[src/rtl/anim_sequencer.sv]
// rtl/anim_sequencer.sv - frame-synchronous animation phase, bob and scroll controller
// Ports:
//   i_clk, i_rst       clock; synchronous active-high reset
//   i_frame_tick       one-cycle pulse per frame; the only event that moves animation state
//   i_pause            level; hold the animation at the next frame tick
//   i_step             pulse; request one advance while held
//   i_speed            effective period is PERIOD >> i_speed frames
//   o_phase            current sprite phase select
//   o_y_offset         sprite vertical bob offset (BOB on odd phases)
//   o_scroll_x         background scroll position, modulo SCROLL_WRAP
//   o_phase_strobe     one-cycle pulse on the cycle an advance becomes visible
//   o_paused           high while holding
module anim_sequencer #(
    parameter int PHASES      = 2,
    parameter int PERIOD      = 16,
    parameter int BOB         = 8,
    parameter int X_BITS      = 10,
    parameter int SCROLL_STEP = 8,
    parameter int SCROLL_WRAP = 800
) (
    input  logic                         i_clk,
    input  logic                         i_rst,
    input  logic                         i_frame_tick,
    input  logic                         i_pause,
    input  logic                         i_step,
    input  logic [1:0]                   i_speed,
    output logic [$clog2(PHASES)-1:0]    o_phase,
    output logic [$clog2(BOB+1)-1:0]     o_y_offset,
    output logic [X_BITS-1:0]            o_scroll_x,
    output logic                         o_phase_strobe,
    output logic                         o_paused
);

    localparam int PH_W  = $clog2(PHASES);
    localparam int Y_W   = $clog2(BOB + 1);
    localparam int CNT_W = $clog2(PERIOD);
    localparam int SUM_W = X_BITS + 1;

    typedef enum logic {
        ST_RUN  = 1'b0,
        ST_HOLD = 1'b1
    } state_t;

    state_t             r_state;
    state_t             w_state_next;
    logic [CNT_W-1:0]   r_frame_cnt;
    logic [CNT_W-1:0]   w_cnt_next;
    logic [CNT_W-1:0]   w_limit;
    logic               r_step_req;
    logic               w_step_req_next;
    logic               w_advance;

    logic [PH_W-1:0]    r_phase;
    logic [Y_W-1:0]     r_y_offset;
    logic [X_BITS-1:0]  r_scroll_x;
    logic               r_phase_strobe;

    logic [PH_W-1:0]    w_phase_inc;
    logic [SUM_W-1:0]   w_scroll_sum;
    logic [X_BITS-1:0]  w_scroll_next;

    // Last count value of the current period; a speed increase can leave the
    // counter above it, so the compare below uses >=.
    assign w_limit = CNT_W'((PERIOD >> i_speed) - 1);

    always_ff @(posedge i_clk) begin
        if (i_rst) begin
            r_state     <= ST_RUN;
            r_frame_cnt <= '0;
            r_step_req  <= 1'b0;
        end else begin
            r_state     <= w_state_next;
            r_frame_cnt <= w_cnt_next;
            r_step_req  <= w_step_req_next;
        end
    end

    always_comb begin
        w_state_next    = r_state;
        w_cnt_next      = r_frame_cnt;
        w_step_req_next = r_step_req;
        w_advance       = 1'b0;
        case (r_state)
            ST_RUN: begin
                w_step_req_next = 1'b0;
                if (i_frame_tick) begin
                    if (i_pause) begin
                        w_state_next = ST_HOLD;
                    end else if (r_frame_cnt >= w_limit) begin
                        w_advance  = 1'b1;
                        w_cnt_next = '0;
                    end else begin
                        w_cnt_next = r_frame_cnt + CNT_W'(1);
                    end
                end
            end
            ST_HOLD: begin
                if (i_frame_tick) begin
                    if (!i_pause) begin
                        w_state_next    = ST_RUN;
                        w_step_req_next = 1'b0;
                    end else if (r_step_req || i_step) begin
                        // Any number of steps since the last tick collapse into one advance.
                        w_advance       = 1'b1;
                        w_cnt_next      = '0;
                        w_step_req_next = 1'b0;
                    end
                end else if (i_step) begin
                    w_step_req_next = 1'b1;
                end
            end
            default: w_state_next = ST_RUN;
        endcase
    end

    always_comb begin
        o_paused = (r_state == ST_HOLD);
    end

    assign w_phase_inc   = (r_phase == PH_W'(PHASES - 1)) ? '0 : r_phase + PH_W'(1);
    // One extra bit so the sum cannot overflow before the wrap compare.
    assign w_scroll_sum  = {1'b0, r_scroll_x} + SUM_W'(SCROLL_STEP);
    assign w_scroll_next = (w_scroll_sum >= SUM_W'(SCROLL_WRAP))
                         ? X_BITS'(w_scroll_sum - SUM_W'(SCROLL_WRAP))
                         : w_scroll_sum[X_BITS-1:0];

    always_ff @(posedge i_clk) begin
        if (i_rst) begin
            r_phase        <= '0;
            r_y_offset     <= '0;
            r_scroll_x     <= '0;
            r_phase_strobe <= 1'b0;
        end else begin
            r_phase_strobe <= w_advance;
            if (w_advance) begin
                r_phase    <= w_phase_inc;
                r_y_offset <= w_phase_inc[0] ? Y_W'(BOB) : '0;
                r_scroll_x <= w_scroll_next;
            end
        end
    end

    assign o_phase        = r_phase;
    assign o_y_offset     = r_y_offset;
    assign o_scroll_x     = r_scroll_x;
    assign o_phase_strobe = r_phase_strobe;

endmodule
[config.mk]
export PLATFORM = sky130hd
export DESIGN_NAME = anim_sequencer
export DESIGN_NICKNAME = d
export VERILOG_FILES = /design/src/rtl/anim_sequencer.sv
export SDC_FILE = /design/constraint.sdc
export NUM_CORES = 1
export LEC_CHECK = 0
export CAP_MARGIN = 10
export CORE_ASPECT_RATIO = 0.9
export CORE_MARGIN = 2
export CORE_UTILIZATION = 50
export DETAILED_ROUTE_END_ITERATION = 6
export GPL_TIMING_DRIVEN = 0
export PLACE_DENSITY = 0.91
export RECOVER_POWER = 25
export SLEW_MARGIN = 40
export SYNTH_ARGS = -nofsm -noshare
export SYNTH_HDL_FRONTEND = slang
export SYNTH_SLANG_ARGS = --single-unit
[constraint.sdc]
create_clock -name i_clk -period 3.7 [get_ports i_clk]
set_input_delay 0.925 -clock i_clk [delete_from_list [all_inputs] [get_ports i_clk]]
set_output_delay 0.925 -clock i_clk [all_outputs]
set_load 0.02 [all_outputs]
[After elaboration in Yosys (flattened, before gate mapping)]
Index checks and enable logic that the tools add are counted.
Storage, ports and cells
  register bits after elaboration: 22
Cells by class
  $add $sub $neg: 5
  order comparisons: 2
  equality and inequality tests: 7
  shift-type cells: 1
  mux-type cells: 26
  bitwise gates (word level): 1
  reduce and logical (&&, ||, !) cells: 3
Operators with widths (count)
  two-way mux 4 bit: 7
  two-way mux 1 bit: 14
  adder 10 x 4 -> 11 bit, second input constant: 1
  >= comparator 11 x 10 -> 1 bit, second input constant: 1
  two-way mux 10 bit: 1
  subtractor 10 bit, second input constant: 1
  != test 2 bit, second input constant: 4
  one-hot mux 4 bit (2 select lines): 1
  one-hot mux 1 bit (2 select lines): 3
  AND reduction 5 bit: 1
  right shift 5 x 2 -> 4 bit, first input constant: 1
  adder 4 x 1 -> 4 bit, second input constant: 1
  >= comparator 4 bit: 1
  != test 4 x 3 -> 1 bit, second input constant: 1
  subtractor 4 x 2 -> 4 bit, second input constant: 1
  != test 3 bit, second input constant: 1
  != test 2 x 1 -> 1 bit, second input constant: 1
  AND reduction 2 bit: 1
  adder 1 bit, second input constant: 1
  logical OR 1 bit: 1
  NOT 1 bit: 1

[Logic depth before layout (Yosys ltp)]
  depth after elaboration: 7
  gate-level depth with buffers: 10
  depth with buffers taken out: 9

[Worst setup path after synthesis]
No wires, ideal clock.
  kind: input to register
  start: input port i_speed[1]
  end: register r_scroll_x[7] (netlist: o_scroll_x[7])
  setup time: 0.066 ns
  data arrival time: 2.857 ns
  required time: 3.634 ns
  slack: 0.777 ns
  cell stages on the path: 8
  buffers on the path: 0
  cells stage by stage: or2_2 -> ha_1 -> nand2_1 -> o21ai_0 -> o31ai_1 -> or4b_1 -> a31o_1 -> a21oi_2
Between the ends
  cells in the longest elaborated chain, start to end: 7
Ends and longest elaborated chain
  start: declaration: RTL line 26  | input logic [1:0] i_speed,
  right shift 5 x 2 -> 4 bit: RTL line 64  | assign w_limit = CNT_W'((PERIOD >> i_speed) - 1);
  subtractor 4 x 2 -> 4 bit: RTL line 64
  >= comparator 4 bit: RTL line 89  | end else if (r_frame_cnt >= w_limit) begin
  two-way mux 1 bit: RTL line 89
  two-way mux 1 bit: RTL line 87  | if (i_pause) begin
  two-way mux 1 bit: RTL line 86  | if (i_frame_tick) begin
  one-hot mux 1 bit (2 select lines): RTL line 83  | case (r_state)
  end signal: assignment: RTL line 138  | r_scroll_x <= w_scroll_next;
  end: declaration: RTL line 55  | logic [X_BITS-1:0] r_scroll_x;
Every way passes these cells.
A chain may end at the register's enable or synchronous reset.

[Final worst setup path]
Same ends and word-level chain as after synthesis.

==> impl_metrics.toml <==
[clock_tree]
clockRootBuffer = "clkbuf_4"
htree_levels = 1
cts.path.max_buffers = 2
postCtsHoldBufs = 0
clkSinkCount = 15
cts_tree = "built"
clkSlewWorstSetupHoldPaths_ps = 100
clk_latency_ps = 300
cts_buffers = 3
postCtsSetupBuffers = 0
cts_resized = 0

[floorplanning]
io_pins = 24
start_util_pct = 51.6
die_w_um = 53.3
die_h_um = 48.4
core_sq_um = 2120
dieArea_sq_um = 2580
row_count = 16

[setup_path]
critPathCaptureType = "register"
crit_required_ps = 3930
cp-start-kind = "primary input"
critical_path_arrival_ps = 3480
worst-path-max-fanout = 9
critPathKind = "in -> reg"

[synthesis]
ys_ff_latch = 15
yosysWarnings = 0
ys_async_sr_fraction_pct = 0
synth_area_leader_cell = "dfxtp_1"
synth_cells = 135
synth.area.top_cells = "dfxtp_1 27%, ha_1 9.1%, buf_4 4.8%"
synth_edf_count = 0
synth.top_cell.area_share_pct = 27.4
ys.flop_type = "dfxtp_1"
synth.yosys.seq_area_share_pct = 27.4
yosysUniqueCellTypes = 47
syn_area_per_cell_sq_um = 8.11
syn_area_sq_um = 1090

[cells_and_area]
antennaDiodeCount = 0
final_common_cell = "dfxtp_1"
final_util_pct = 63.3
drive_gt1_share_pct = 16.9
layout.cell_area.non_filler_sq_um = 1340
nFillCells = 194
layout_common_cells = "15 x dfxtp_1, 13 x nand2_1, 11 x nor2_1, 11 x clkdlybuf4s50_1, 8 x ha_1"
seqCellArea_sq_um = 300
num-nets-final = 176
multi_input_area_sq_um = 719
area_delta_synth_final_pct = 22.6

[power_and_ir_drop]
ir_drop_mv = 0.230
powerDensity_nw_per_um2 = 250
p_leak_nw = 0.514

[sta]
fin_setup_tns_ps = 0
post-route-min-period_ps = 3260
slew_headroom_pct = 53.0
rsz0062_at_grt = "no"
tightest_slew_ps = 700
skew_ps = 12.2
finalSetupViolCount = 0
min_period_over_period_pct = 88.0
slew_viol_final = 0
finalHoldViolCount = 0
fmax_mhz = 307

[detailed_routing]
vias = 1062
routed_via_density = 5.68
routedWlPerCell_um = 13.0
drt_pass1_iterations = 4
wirelength_um = 2420
remaining_drc_errors = 0
drt_iter0_drc = 39
ant_nets = 0

[hold_path]
min_path_type = "reg -> reg"

[run]
drv_cap = 0

[placed_design]
dp_hpwl_um = 1830
io_buffers = 16
place_congestion = 0.912
dpl_cell_area_sq_um = 1310

[global_route]
grt_pass1_wl_um = 3960
grt_pass1_vias = 993
grt_overflow_total = 0
grt.total_usage_pct = 20.2
grt_start_max_net_pins = 11
antenna_found_initial = 0

[run_status]
status = "complete, no violations"
-- path summary, 6_finish.rpt --
path,from,endpoint,slack (ps),depth (start not counted)
worst max-delay path,i_speed[1],o_scroll_x[7],440,9
worst min-delay path,r_frame_cnt[3],r_frame_cnt[3],480,2
worst max register to register,o_scroll_x[5],o_scroll_x[7],1080,9
worst min register to register,r_frame_cnt[3],r_frame_cnt[3],480,2
-- cells in the mapped netlist (all sizes together), types with 3 or more instances --
cell / count
ha: 8
nor2: 11
nor3: 6
nand2: 13
o31a: 3
clkbuf: 3
o21ai: 7
nand4: 3
buf: 11
or3: 4
o311ai: 3
xor2: 4
nand3: 4
dfxtp: 15
xnor2: 3
a21oi: 8
and2: 3
-- through the flow --
step	setup WS (ps)	power, mW	std cells	hold slack, ps
2_1_floorplan	777	0.220	140	445
3_3_place_gp	155	0.238	183	464
3_5_place_dp	164	0.241	183	465
4_1_cts	457	0.338	187	480
5_1_grt	345	0.354	187	520
6_report	444	0.336	187	479
-- layout make-up --
cell class | count | area share, %
timing repair buffer | 16 | 11.9
buffer | 14 | 6.80
multi-input combinational | 109 | 53.6
clock buffer | 3 | 1.68
clock inverter | 1 | 0.559
inverter | 2 | 0.559
sequential | 15 | 22.4
tap | 27 | 2.52
-- critical path: stages --
cell	delay, ps
clkdlybuf4s50_1	430
or2_2	310
ha_1	300
nand2_1	50
o21ai_0	320
o31ai_2	220
or4b_1	580
a31o_1	230
a21oi_2	120
-- power breakdown --
| group | leakage (nW) | internal [mW] | switching, mW | total (mW) |
|---|---|---|---|---|
| clock network | 0.0139 | 0.0412 | 0.0568 | 0.0980 |
| logic | 0.378 | 0.0295 | 0.0365 | 0.0660 |
| registers | 0.121 | 0.165 | 0.00642 | 0.172 |
-- registers in the layout (all words and copies together) (netlist names), named ones only --
signal,cells
o_y_offset,1
o_phase_strobe,1
o_scroll_x,7
r_step_req,1
r_frame_cnt,4
-- layer usage --
layer  vias up  wire length [um]  GRT usage (%)
li1        536                 -              -
met5         -                 0              0
met2        44              1150           32.3
met3         8               156           6.17
met4         0                44           7.26
met1       474              1070           25.0
-- cells by family (layout without fill, tap and decap cells) --
kind of cell / count (synthesis) / count (layout) / share of synthesized area (%)
other: 1 / 6 / 0.343
AOI/OAI and AO/OA: 33 / 33 / 21.3
muxes: 1 / 1 / 0.914
adders and majority gates: 8 / 8 / 9.14
xor gates and xnor gates: 7 / 7 / 5.60
and+or+nand+nor: 54 / 54 / 26.3
DFF: 15 / 15 / 27.4
buffers and inverters: 16 / 36 / 9.03
Power figures use the tool's default switching activity.
